### config.mk
export PLATFORM = sky130hd
export DESIGN_NAME = image_counter
export DESIGN_NICKNAME = d
export VERILOG_FILES = /design/src/rtl/image_counter.sv
export SDC_FILE = /design/constraint.sdc
export NUM_CORES = 1
export LEC_CHECK = 0
export CORE_ASPECT_RATIO = 1.4
export CORE_MARGIN = 2
export CORE_UTILIZATION = 25
export DETAILED_ROUTE_END_ITERATION = 8
export PLACE_DENSITY = 0.42
export SYNTH_ARGS = -nofsm -noshare
export SYNTH_HDL_FRONTEND = slang
export SYNTH_SLANG_ARGS = --single-unit
### constraint.sdc
create_clock -name clk -period 2 [get_ports clk]
set_input_delay 0.2 -clock clk [delete_from_list [all_inputs] [get_ports clk]]
set_output_delay 0.2 -clock clk [all_outputs]
set_load 0.05 [all_outputs]
### src/rtl/image_counter.sv
// Video position counter: tracks line/column of accepted pixels from vsync/hsync/dvalid.
// Optional IMAGE_COUNTER_SIZE_EN adds measured frame_width/frame_height and a frame_done pulse.
module image_counter #(
  parameter int CW     = 12,
  parameter bit VS_POL = 1'b1,
  parameter bit HS_POL = 1'b1,
  parameter bit DE_POL = 1'b1
) (
  input  logic          clk,
  input  logic          arstn,
  input  logic          vsync,
  input  logic          hsync,
  input  logic          dvalid,
  output logic [CW-1:0] line_counter,
  output logic [CW-1:0] column_counter
`ifdef IMAGE_COUNTER_SIZE_EN
  ,
  output logic [CW-1:0] frame_width,
  output logic [CW-1:0] frame_height,
  output logic          frame_done
`endif
);

  localparam logic [CW-1:0] MAX = '1;

  function automatic logic [CW-1:0] sat_inc(input logic [CW-1:0] v);
    return (v == MAX) ? v : v + CW'(1);
  endfunction

  logic          vs_r_q, vs_r_d, hs_r_q, hs_r_d, de_r_q, de_r_d;
  logic          vs_p_q, vs_p_d, hs_p_q, hs_p_d, de_p_q, de_p_d;
  logic [CW-1:0] line_q, line_d, col_q, col_d;
  logic          first_q, first_d;
  logic          vs_rise, hs_rise, line_start;

`ifdef IMAGE_COUNTER_SIZE_EN
  logic [CW-1:0] width_q, width_d, height_q, height_d;
  logic          done_q, done_d, seen_q, seen_d;
  logic          line_end;
`endif

  always_comb begin
    // Normalise polarity so everything downstream is active-high.
    vs_r_d = ~(vsync ^ VS_POL);
    hs_r_d = ~(hsync ^ HS_POL);
    de_r_d = ~(dvalid ^ DE_POL);
    vs_p_d = vs_r_q;
    hs_p_d = hs_r_q;
    de_p_d = de_r_q;

    vs_rise    = vs_r_q & ~vs_p_q;
    hs_rise    = hs_r_q & ~hs_p_q;
    // An hsync edge splits a continuous dvalid run into a new line.
    line_start = de_r_q & (~de_p_q | hs_rise);

    line_d  = line_q;
    col_d   = col_q;
    first_d = first_q;
    if (line_start) begin
      col_d   = '0;
      line_d  = (first_q || vs_rise) ? '0 : sat_inc(line_q);
      first_d = 1'b0;
    end else begin
      if (de_r_q) col_d = sat_inc(col_q);
      if (vs_rise) first_d = 1'b1;
    end
  end

`ifdef IMAGE_COUNTER_SIZE_EN
  always_comb begin
    line_end = de_p_q & ~de_r_q;
    width_d  = width_q;
    height_d = height_q;
    done_d   = 1'b0;
    seen_d   = seen_q;
    if (line_end) width_d = sat_inc(col_q);
    // line_q still holds the previous frame's last line when vsync coincides with a line start.
    if (vs_rise && seen_q) begin
      height_d = sat_inc(line_q);
      done_d   = 1'b1;
    end
    if (line_start)   seen_d = 1'b1;
    else if (vs_rise) seen_d = 1'b0;
  end

  always_ff @(posedge clk) begin
    if (arstn) begin
      width_q  <= '0;
      height_q <= '0;
      done_q   <= 1'b0;
      seen_q   <= 1'b0;
    end else begin
      width_q  <= width_d;
      height_q <= height_d;
      done_q   <= done_d;
      seen_q   <= seen_d;
    end
  end

  assign frame_width  = width_q;
  assign frame_height = height_q;
  assign frame_done   = done_q;
`endif

  always_ff @(posedge clk) begin
    if (arstn) begin
      vs_r_q  <= 1'b0;
      hs_r_q  <= 1'b0;
      de_r_q  <= 1'b0;
      vs_p_q  <= 1'b0;
      hs_p_q  <= 1'b0;
      de_p_q  <= 1'b0;
      line_q  <= '0;
      col_q   <= '0;
      first_q <= 1'b1;
    end else begin
      vs_r_q  <= vs_r_d;
      hs_r_q  <= hs_r_d;
      de_r_q  <= de_r_d;
      vs_p_q  <= vs_p_d;
      hs_p_q  <= hs_p_d;
      de_p_q  <= de_p_d;
      line_q  <= line_d;
      col_q   <= col_d;
      first_q <= first_d;
    end
  end

  assign line_counter   = line_q;
  assign column_counter = col_q;

endmodule

After elaboration in Yosys (flattened, before gate mapping)
Index checks and enable logic that the tools add are counted.
{"block": "word_totals", "in_bits": 5, "regBits": 31, "out_inout_bits": 24, "elab_cells": 31}
{"block": "classes", "n_reduce_logical": 5, "bitwise": 8, "n_eq_ne": 3, "n_mux": 4, "addsub": 2}
{"cell": "adder 12 x 1 -> 12 bit (second input constant)", "count": 2}
{"cell": "equality test 12 bit (second input constant)", "count": 2}
{"cell": "2-to-1 mux 12 bit", "count": 2}
{"cell": "inverter 1 bit", "count": 4}
{"cell": "AND reduction 2 bit", "count": 2}
{"cell": "AND 1 bit", "count": 3}
{"cell": "2-to-1 mux 1 bit", "count": 2}
{"cell": "inequality test 2 bit (second input constant)", "count": 1}
{"cell": "nonzero test 2 bit", "count": 1}
{"cell": "OR reduction 2 bit", "count": 1}
{"cell": "logical OR 1 bit", "count": 1}
{"cell": "OR 1 bit", "count": 1}

Logic depth before layout (Yosys ltp)
{"block": "logic_depth", "word_depth": 5, "mapped_depth": 7}

Least setup slack after synthesis
OpenSTA, ideal clock, no wires.
{"block": "synth_timing", "path_kind": "register -> register", "from": "register line_q[0] (netlist: line_counter[0])", "to": "register line_q[4] (netlist: line_counter[4])", "setup_ns": 0.157, "path_slack_ns": -0.112, "arrival_time_ns": 1.955, "period_less_slack_ns": 2.112, "stages_incl_launch_ff": 8, "path_cell_list": "dfxtp_1 ha_1 and4_1 nand4_1 and3_1 buf_4 a41oi_1 a311oi_1"}
{"block": "synth_between", "elab_chain_len": 3, "elab_cells_between_ends": 6}
{"item": "from (decl)", "line": "32", "source": "logic [CW-1:0] line_q, line_d, col_q, col_d;"}
{"item": "from (signal assigned)", "line": "123", "source": "line_q <= line_d;"}
{"item": "adder 12 x 1 -> 12 bit or equality test 12 bit (tied branches)", "line": "27", "source": "return (v == MAX) ? v : v + CW'(1);"}
{"item": "2-to-1 mux 12 bit or inequality test 2 bit (tied branches)"}
{"item": "2-to-1 mux 12 bit or AND reduction 2 bit (tied branches)"}
Parallel ways exist; a longest one is shown, timed or not. The select of a mux whose other input is x is not followed.
A chain may end at the register's enable or synchronous reset.

Worst setup path after layout
Same ends and word-level chain as after synthesis.

==> summary.md <==
| Metric | Value |
|---|---|
| Status | finished, final reports clean |
| Leak pwr | between 0.6 and 0.7 nW |
| Worst Setup End Kind | flip-flop |
| Skew final | 0.00755 ns |
| Global-route wire length before repair | 6240 um |
| Reg2Reg Depth | 6 |
| Crit path kind | flip-flop to flip-flop |
| Drt first pass iters | 4 |
| Layout cells sized above 1 | between 10% and 20% |
| Aggregate global-route resource usage | between 10 and 15% |
| Crit share post-route | 92.6% |
| Fill count | approximately 630 |
| CTS Buffer Depth | 2 |
| Most common cell after layout, fill and taps aside | dfxtp_1 |
| RSZ-0062 raised after global routing | no |
| Post-detail-place hpwl | about 2700 um |
| Layout Nets | 211 |
| WHS | around 0.48 ns |
| Std-Cell Rows | 33 |
| Die X | 69.0 um |
| Max-cap violation count | 0 |
| Post-route DRC | 0 |
| Number of synthesized flops with an enable pin | 0 |
| Setup TNS Final | 0 ns |
| Reg power frac | a little over half |
| Top FF cell, synth | dfxtp_1 |
| Setup violations, final | 0 |
| Die Ht | around 95 um |
| CP top delay family | simple AND/OR/NAND/NOR gates |
| Sequential cell area | between 600 and 700 um2 |
| Crit Path Max Fanout | 9 |
| Startpoint Class | flip-flop |
| Cells resized by post-CTS repair | 0 |
| Root Buffer | clkbuf_8 |
| Total grt overflow | 0 |
| Starting density of the core | roughly a quarter |
| Port buffer count | 28 |
| TritonCTS clock tree | done |
| Final slew viol count | 0 |
| Commonest non-fill, non-tap cells in the layout | 29 x dfxtp_1, 28 x clkdlybuf4s50_1, 15 x nor2_1, 15 x a21oi_1, 13 x nand2_1 |
| Util after Layout | 33.6% |
| Worst hold path depth | 1 |
| Crit path depth | 6 |
| Via/cell ratio | about 5 |
| RePlAce Congestion | about 0.84 |
| Vias in the first global route | between 1000 and 1500 |
| TritonCTS Buffers | 5 |
| Slowest CP cell | and3_1 |
| CP bufs+invs | 0 |
| CP arrival | between 2 and 2.5 ns |
| Clock sink count | 31 |
| Max Fclk | 540 MHz |
| Largest net degree at the start of global routing | 23 |
| PwrDens | 612 nW/um2 |
| Comb power frac | 7.0% |
| Die footprint | 6550 um2 |
| Post-Syn Area | ~1500 um2 |
| Sequential area share after synthesis | between 40% and 50% |
| Seq cells post-synth | 31 |
| CP max stage delay | around 0.39 ns |
| Iteration-0 DRC count of the detailed router | 60 |
| Core footprint | roughly 5800 um2 |
| Synth-to-layout area growth | 31.6% |
| Worst skew pair latency | between 0.2 and 0.3 ns |
| Finished Cell Area | around 1900 um2 |
| Via count | 1379 |
| Netlist cell types | 41 |
| Worst Path Required | around 2.2 ns |
| Clock Power Share | approximately two fifths |
| Sw frac | between 20% and 30% |
| Critical path, cell by cell | ha_1, and4_1, nand4_1, and3_1, a41oi_1, a311oi_1 |
| Period minus WS final | around 1.9 ns |
| Worst-path clk slew | ~0.060 ns |
| Slew margin rel. | ~65% |
| Routed len/inst | roughly 14 um |
| Post-DRT Antenna Nets | 0 |
| Average cell area after synthesis | 8.74 um2 |
| Synth Net Count | 176 |
| Share of synthesized flip-flops with an asynchronous set or reset | 0% |
| Final Hold Fails | 0 |
| Final wirelength | approximately 3800 um |
| Area of the multi-input gates | 827 um2 |
| Placed Instance Area | roughly 1900 um2 |
| Synthesis warning total | 0 |
| Worst VDD drop | ~0.00028 V |
| Initial antenna violation count | 0 |
| Post-Syn Instances | ~170 |
| # diodes | 0 |
| Sw power | around 290 uW |
| Ports | 29 |
| Setup Buffers After CTS | 0 |
| Tightest Pin Transition | roughly 0.53 ns |
| Hold Path Class | flip-flop to flip-flop |
| P_int | approximately 900 uW |
| Hold Buf Count CTS | 0 |
| H-tree levels | 2 |
[routing by layer]
| layer | wire length, um | vias to the layer above | track usage (%) | share of wire (%) |
|---|---|---|---|---|
| li1 | - | 686 | - | - |
| met1 | 1550 | 642 | 14.1 | 41 |
| met2 | 1970 | 45 | 21.8 | 52 |
| met3 | 196 | 6 | 3.81 | 5.2 |
| met4 | 66 | 0 | 6.37 | 1.7 |
| met5 | 0 | - | 0 | 0 |
[worst reg2reg max path, delay by kind of cell (launching register included)]
| family | cells | cell delay [ns] |
|---|---|---|
| adders and majority gates | 1 | 0.26 |
| AOI/OAI and AO/OA | 2 | 0.41 |
| DFF | 1 | 0.34 |
| and+or+nand+nor | 3 | 0.76 |
[sequential cells by signal, indices dropped and copies added (netlist names)]
name,count
column_counter,12
de_p_d,1
de_p_q,1
first_q,1
hs_p_d,1
hs_p_q,1
line_counter,12
vs_p_d,1
vs_p_q,1
[power by group through the flow]
stage	sequential (mW)	clock [mW]	combinational, mW
finish	0.634	0.472	0.0834
global route	0.635	0.524	0.0896
CTS	0.634	0.501	0.0842
detailed placement	0.648	0	0.0838
global placement	0.648	0	0.0833
floorplan	0.656	0	0.0438
[stage by stage]
step	total power, mW	setup WS (ns)	std cells
final	1.19	0.148	275
after global routing	1.25	0.0198	275
after CTS	1.22	0.157	275
after detailed placement	0.732	0.156	267
after global placement	0.731	0.215	267
after floorplan	0.699	0.00881	169
[synthesized netlist by cell type, types with 3 or more instances]
library cell | count | share of area, %
and3_1 | 3 | 1.3
nor3_1 | 9 | 3.0
mux2i_1 | 3 | 2.0
nor2_1 | 15 | 3.8
or3_1 | 4 | 1.7
dfxtp_1 | 31 | 42
xnor2_1 | 3 | 1.8
nand3_1 | 11 | 3.7
o21ai_0 | 8 | 2.7
clkbuf_1 | 4 | 1.0
a21oi_1 | 15 | 5.1
and4_1 | 3 | 1.8
nand2_1 | 13 | 3.3
nor2b_1 | 7 | 3.0
o21ai_1 | 3 | 1.0
nand2b_1 | 3 | 1.3
[logic make-up (layout without fill, tap and decap cells)]
group | after synthesis | after routing | share of synthesized area (%)
AOI/OAI and AO/OA | 39 | 39 | 18.0
xor gates and xnor gates | 4 | 4 | 2.37
adders and majority gates | 2 | 2 | 1.69
buffers and inverters | 7 | 43 | 2.03
DFF | 31 | 31 | 42.0
muxes | 3 | 3 | 2.03
and+or+nand+nor | 83 | 83 | 31.8
[final cells by class]
type,instances,area share [%]
Multi-Input combinational cell,131,42.5
Sequential cell,31,32.0
Timing Repair Buffer,33,16.3
Tap cell,70,4.50
Clock buffer,7,3.93
Inverter,2,0.386
Clock inverter,1,0.257
[worst paths after layout]
kind / startpoint / end / slack (ns)
worst max-delay path: line_counter[0] / line_counter[4] / 0.15
worst min register to register: hs_p_d / hs_p_q / 0.48
worst max register to register: line_counter[0] / line_counter[4] / 0.15
worst min-delay path: hs_p_d / hs_p_q / 0.48
Note: power is estimated with default switching activity, not from simulation.
